[src/rtl/frv_mask_pkg.sv]
// Shared definitions for the masking-ISE randomness source.
package frv_mask_pkg;

    localparam logic [31:0] LFSR_TAPS     = 32'h80200003;
    localparam logic [31:0] RESET_SEED    = 32'h6789ABCD;
    localparam int          RESEED_PERIOD = 1024;
    localparam int          STARVE_LIMIT  = 2048;

    // SEED: waiting for entropy, RUN: serving masks, REFRESH: serving and asking for entropy
    typedef enum logic [1:0] {
        SEED    = 2'd0,
        RUN     = 2'd1,
        REFRESH = 2'd2
    } state_t;

    // One Galois LFSR shift; shared with the formal models that predict mask words
    function automatic logic [31:0] step(input logic [31:0] s);
        return (s >> 1) ^ (s[0] ? LFSR_TAPS : 32'h0);
    endfunction

endpackage

[src/rtl/frv_mask_lfsr_step.sv]
// Combinational Galois LFSR step followed by the all-zero escape.
module frv_mask_lfsr_step #(
    parameter int          XL         = 31,
    parameter logic [XL:0] LFSR_TAPS  = 32'h80200003,
    parameter logic [XL:0] RESET_SEED = 32'h6789ABCD
) (
    input  logic [XL:0] din,
    output logic [XL:0] dout
);

    logic [XL:0] stepped;

    // Shift right and fold the taps in when the bit shifted out was set; an all-zero
    // result would lock the LFSR, so it is replaced by the reset seed.
    always_comb begin
        stepped = (din >> 1) ^ (din[0] ? LFSR_TAPS : '0);
        dout    = (stepped == '0) ? RESET_SEED : stepped;
    end

endmodule

[src/rtl/frv_mask_rng.sv]
// Mask-randomness source: LFSR mask words over valid/ready, re-keyed from entropy.
module frv_mask_rng
    import frv_mask_pkg::state_t, frv_mask_pkg::SEED, frv_mask_pkg::RUN, frv_mask_pkg::REFRESH;
#(
    parameter int          XL            = 31,
    parameter logic [XL:0] LFSR_TAPS     = frv_mask_pkg::LFSR_TAPS,
    parameter logic [XL:0] RESET_SEED    = frv_mask_pkg::RESET_SEED,
    parameter int          RESEED_PERIOD = frv_mask_pkg::RESEED_PERIOD,
    parameter int          STARVE_LIMIT  = frv_mask_pkg::STARVE_LIMIT
) (
    input  logic        g_clk,
    input  logic        g_resetn,
    input  logic        ent_valid,
    input  logic [XL:0] ent_data,
    output logic        ent_ready,
    input  logic        msk_ready,
    output logic        msk_valid,
    output logic [XL:0] msk_data,
    output logic        reseed_req
);

    localparam int CW = $clog2(STARVE_LIMIT + 1);

    state_t        state;
    state_t        state_nxt;
    logic [XL:0]   lfsr;
    logic [XL:0]   step_in;
    logic [XL:0]   step_out;
    logic [CW-1:0] use_cnt;
    logic [CW-1:0] cnt_nxt;
    logic [CW-1:0] cnt_inc;
    logic          load;
    logic          msk_fire;
    logic          ent_fire;

    frv_mask_lfsr_step #(
        .XL         (XL),
        .LFSR_TAPS  (LFSR_TAPS),
        .RESET_SEED (RESET_SEED)
    ) u_step (
        .din  (step_in),
        .dout (step_out)
    );

    // Outputs depend only on registered state so consumers see no combinational loop
    always_comb begin
        msk_valid  = (state == RUN) || (state == REFRESH);
        ent_ready  = (state == SEED) || (state == REFRESH);
        reseed_req = ent_ready;
        msk_data   = msk_valid ? lfsr : '0;
        msk_fire   = msk_valid & msk_ready;
        ent_fire   = ent_valid & ent_ready;
        cnt_inc    = (use_cnt == CW'(STARVE_LIMIT)) ? use_cnt : use_cnt + 1'b1;
    end

    // Next-state logic: pick the step input and decide whether the LFSR advances this cycle
    always_comb begin
        state_nxt = state;
        cnt_nxt   = use_cnt;
        step_in   = lfsr;
        load      = 1'b0;
        case (state)
            SEED: begin
                step_in = ent_data;
                if (ent_fire) begin
                    load      = 1'b1;
                    cnt_nxt   = '0;
                    state_nxt = RUN;
                end
            end
            RUN: begin
                if (msk_fire) begin
                    load    = 1'b1;
                    cnt_nxt = cnt_inc;
                    if (use_cnt == CW'(RESEED_PERIOD - 1)) begin
                        state_nxt = REFRESH;
                    end
                end
            end
            REFRESH: begin
                if (ent_fire) begin
                    step_in   = lfsr ^ ent_data;
                    load      = 1'b1;
                    cnt_nxt   = '0;
                    state_nxt = RUN;
                end else if (msk_fire) begin
                    load    = 1'b1;
                    cnt_nxt = cnt_inc;
                    if (use_cnt == CW'(STARVE_LIMIT - 1)) begin
                        state_nxt = SEED;
                    end
                end
            end
            default: begin
                state_nxt = SEED;
            end
        endcase
    end

    // State, LFSR and usage counter registers
    always_ff @(posedge g_clk or negedge g_resetn) begin
        if (!g_resetn) begin
            state   <= SEED;
            lfsr    <= RESET_SEED;
            use_cnt <= '0;
        end else begin
            state   <= state_nxt;
            use_cnt <= cnt_nxt;
            if (load) begin
                lfsr <= step_out;
            end
        end
    end

endmodule
[config.mk]
export PLATFORM = sky130hd
export DESIGN_NAME = frv_mask_rng
export DESIGN_NICKNAME = d
export VERILOG_FILES = /design/src/rtl/frv_mask_pkg.sv /design/src/rtl/frv_mask_lfsr_step.sv /design/src/rtl/frv_mask_rng.sv
export SDC_FILE = /design/constraint.sdc
export NUM_CORES = 1
export LEC_CHECK = 0
export ABC_AREA = 1
export CAP_MARGIN = 20
export CORE_MARGIN = 1
export CORE_UTILIZATION = 49
export CTS_BUF_LIST = sky130_fd_sc_hd__clkbuf_4 sky130_fd_sc_hd__clkbuf_8
export CTS_CLUSTER_DIAMETER = 60
export DETAILED_ROUTE_END_ITERATION = 8
export GPL_TIMING_DRIVEN = 0
export MAX_ROUTING_LAYER = met4
export PLACE_DENSITY = 0.79
export SETUP_SLACK_MARGIN = 0.1
export SYNTH_ARGS = -nofsm -noshare
export SYNTH_HDL_FRONTEND = slang
export SYNTH_HIERARCHICAL = 1
export SYNTH_SLANG_ARGS = --single-unit
[constraint.sdc]
create_clock -name g_clk -period 2.2 [get_ports g_clk]
set_input_delay 0.66 -clock g_clk [delete_from_list [all_inputs] [get_ports g_clk]]
set_output_delay 0.66 -clock g_clk [all_outputs]
set_load 0.02 [all_outputs]
==> results.yml <==
global_route:
  grt_usage_pct: 30.9
  grt_overflow: 0
  grt_pass1_wl_um: 19700
  grt_pass1_vias: 4088
  grt_max_degree: 34
  antenna_found_initial: 0
floorplanning:
  start_util_pct: 51.4
  io_pins: 71
  die-height_um: 89.9
  rows: 31
  fp.dieW_um: 89.9
  dieArea_um2: 8090
  core_um2: 7370
synthesis:
  synth.most_common_cell: "nand2_1"
  synth_cells: 566
  synth_top_cell_by_area: "dfrtp_1"
  synthArstFlopShare_pct: 100
  avgSynthCellArea_um2: 6.69
  synth_nets: 608
  synth.ff_latch_count: 46
  synth_ff_type: "dfrtp_1"
  ys_types: 33
  synthTopCellsByCount: "180 x nand2_1, 114 x inv_1, 40 x o21ai_0"
  yosysSeqAreaShare_pct: 31.0
  ys_warn_count: 6
  synth_top_area_share_pct: 18.5
  syn_area_um2: 3790
  synth_edf_count: 0
  ys_top_cells_by_area: "dfrtp_1 18%, nand2_1 18%, dfstp_2 12%"
timing:
  clock_skew_ns: 0.00432
  timing.final.crit_share_pct: 122
  timing_hold_violations_final: 0
  slew-limit-headroom_pct: 74.3
  setup_tns_ns: -12.16
  achievable-frequency_mhz: 372
  tightest_slew_ns: 0.386
  fin_crit_ns: 2.69
  final.setup.worst_slack_ns: -0.489
  slew_viol_final: 0
  rsz0062_at_grt: "true"
  setup_viol: 50
worst_setup_path:
  max_stage_delay_ns: 0.45
  crit_end: "lfsr[29]$_DFFE_PN1P_"
  crit_type: "reg -> reg"
  worstReg2RegStart: "state[1]$_DFFE_PN0P_"
  critPathLaunch: "state[1]$_DFFE_PN0P_"
  worstPathRequired_ns: 2.44
  path_cells: "inv_2, ha_4, nor2_4, nor2_4, buf_12, buf_8, nand2_2, a32o_2, nor2_2, nand2_1, nor2_1, nand2_2, nor2_4, nand2_4, buf_8, nand2_4, inv_1, o21ai_2"
  cp_max_fo: 8
  r2r_end: "lfsr[29]$_DFFE_PN1P_"
  cp_common_cell: "nor2_4"
  end_kind: "register"
  rrSetupSlack_ns: -0.49
  worstSetupStartpointType: "register"
  slowest_stage: "dfrtp_2"
  cp.arrival_ns: 2.93
  r2r_cells: 18
placement:
  place_hpwl_um: 7740
  dpl.cell_count: 736
  dpl_cell_area_um2: 4690
  io_buffers: 70
  gp_congestion: 0.935
flow_run:
  maxCapViolCount: 0
detailed_routing:
  dr.first_iter.drc_count: 412
  route.detailed.drc: 0
  wire_per_inst_um: 17.6
  vias: 4521
  routed_wl_um: 13900
  ant_nets: 0
  vias_per_cell: 5.72
  dr.pass1.iters: 5
clocking:
  htree_levels: 2
  clk_pin_slew_ns: 0.09
  cts_max_path_buffers: 2
  clock_latency_ns: 0.31
  cts_root_buffer: "clkbuf_8"
  cts_hold_buf: 0
  cts.sinks: 46
  numCtsBuffers: 5
  cts_tree: "done"
cells_and_area:
  layout-drive-gt1-share_pct: 43.1
  diodes: 0
  fin_nets: 733
  fillers: 448
  area_delta_synth_final_pct: 52.8
  final_cells: 791
  design_area_um2: 5790
power:
  p_per_area_nw_per_um2: 1770
  ir_drop_v: 0.000808
  p_clk_share_pct: 6.2
  power.share.switching_pct: 49.1
  p_switching_uw: 5030
  power_leakage_uw: 0.00299
  comb_power_share_pct: 77.1
  pwr-share-seq_pct: 16.7
  p_int_uw: 5220
status:
  violations: "negative setup slack"
  status: "finished, violations left"
min_path:
  min_path_type: "in -> async"
## worst min-delay path by stage
stage	start	endpoint	slack, ns	cells after the start
after CTS	g_resetn	use_cnt[4]$_DFFE_PN0P_	0.26	1
final	g_resetn	use_cnt[4]$_DFFE_PN0P_	0.25	1
after global placement	lfsr[6]$_DFFE_PN1P_	lfsr[6]$_DFFE_PN1P_	0.48	2
after detailed placement	lfsr[8]$_DFFE_PN1P_	lfsr[8]$_DFFE_PN1P_	0.49	2
after global routing	g_resetn	use_cnt[4]$_DFFE_PN0P_	0.27	1
after floorplan	g_resetn	lfsr[10]$_DFFE_PN0P_	0.36	0
## registers in the layout, indices dropped and copies added, names as in the netlist
name     count
state        2
use_cnt     12
lfsr        32
## worst max-delay path: cells and delay by family, from the launching register on
kind                       cells  cell delay, ns
AOI/OAI and AO/OA              2            0.41
adders and majority gates      1            0.19
buffers and inverters          5            0.58
DFF                            1            0.45
and+or+nand+nor               10            0.98
## what timing repair did
item                       4_1_cts  5_1_grt
cloned                           6        1
pin swaps                       13       38
gates resized for setup        305      102
setup endpoints to repair       56       58
setup buffers                   24       18
## routing by layer
layer	routed length (um)	vias up	part of all wire, %	GRT usage [%]
li1	-	2022	-	-
met1	5170	2072	37	40.0
met2	6730	335	48	50.8
met3	1370	92	9.8	3.30
met4	679	0	4.9	10.1
met5	0	-	0	-
## layout make-up
cell class | count | area (um^2) | share of cell area [%]
well taps | 99 | 124 | 2.14
flip-flops and latches | 46 | 1170 | 20.3
clock buffers | 8 | 110 | 1.90
repair buffers | 119 | 1310 | 22.5
inverters | 119 | 450 | 7.78
multi-input cells | 364 | 2300 | 39.7
plain buffers | 36 | 327 | 5.64
## power by group through the flow
stage / logic [uW] / clock network, uW / registers [uW]
2_1_floorplan: 3710 / 0 / 1500
3_3_place_gp: 5070 / 0 / 1570
3_5_place_dp: 5170 / 0 / 1580
4_1_cts: 6510 / 622 / 1610
5_1_grt: 8350 / 665 / 1740
6_report: 7900 / 635 / 1710
## kinds of logic (layout without fill, tap and decap cells)
group / count (synthesis) / after routing / synth area share, %
compound gates: 112 / 112 / 22.6
flops: 46 / 46 / 31.0
simple gates: 245 / 245 / 26.8
buf+inv: 156 / 282 / 17.5
xor+xnor: 1 / 1 / 0.231
fa+ha+maj: 6 / 6 / 1.98
## through the flow
stage / setup WS (ns) / hold slack [ns] / power (uW) / utilization [%]
detailed placement: -0.891 / 0.487 / 6750 / 63.7
floorplan: 0.0442 / 0.364 / 5210 / -
finish: -0.489 / 0.253 / 10200 / 78.6
global placement: -0.906 / 0.482 / 6640 / 63.5
global route: -0.573 / 0.272 / 10800 / 78.6
CTS: -0.282 / 0.261 / 8740 / 72.5
## placed cells by master (no fill, tap or decap), types with 8 or more instances in the layout
master           instances
a32o_1                  28
buf_12                   9
buf_4                   23
buf_6                   56
buf_8                    8
clkbuf_1                11
clkbuf_8                 9
clkdlybuf4s50_1         33
dfrtp_1                 27
dfstp_2                 18
inv_1                   68
inv_2                   50
nand2_1                127
nand2_2                 26
nand2_4                 30
nand3_1                 12
nor2_1                  26
o21ai_0                 37
o21ai_2                 30
(Power assumes the default switching activity.)
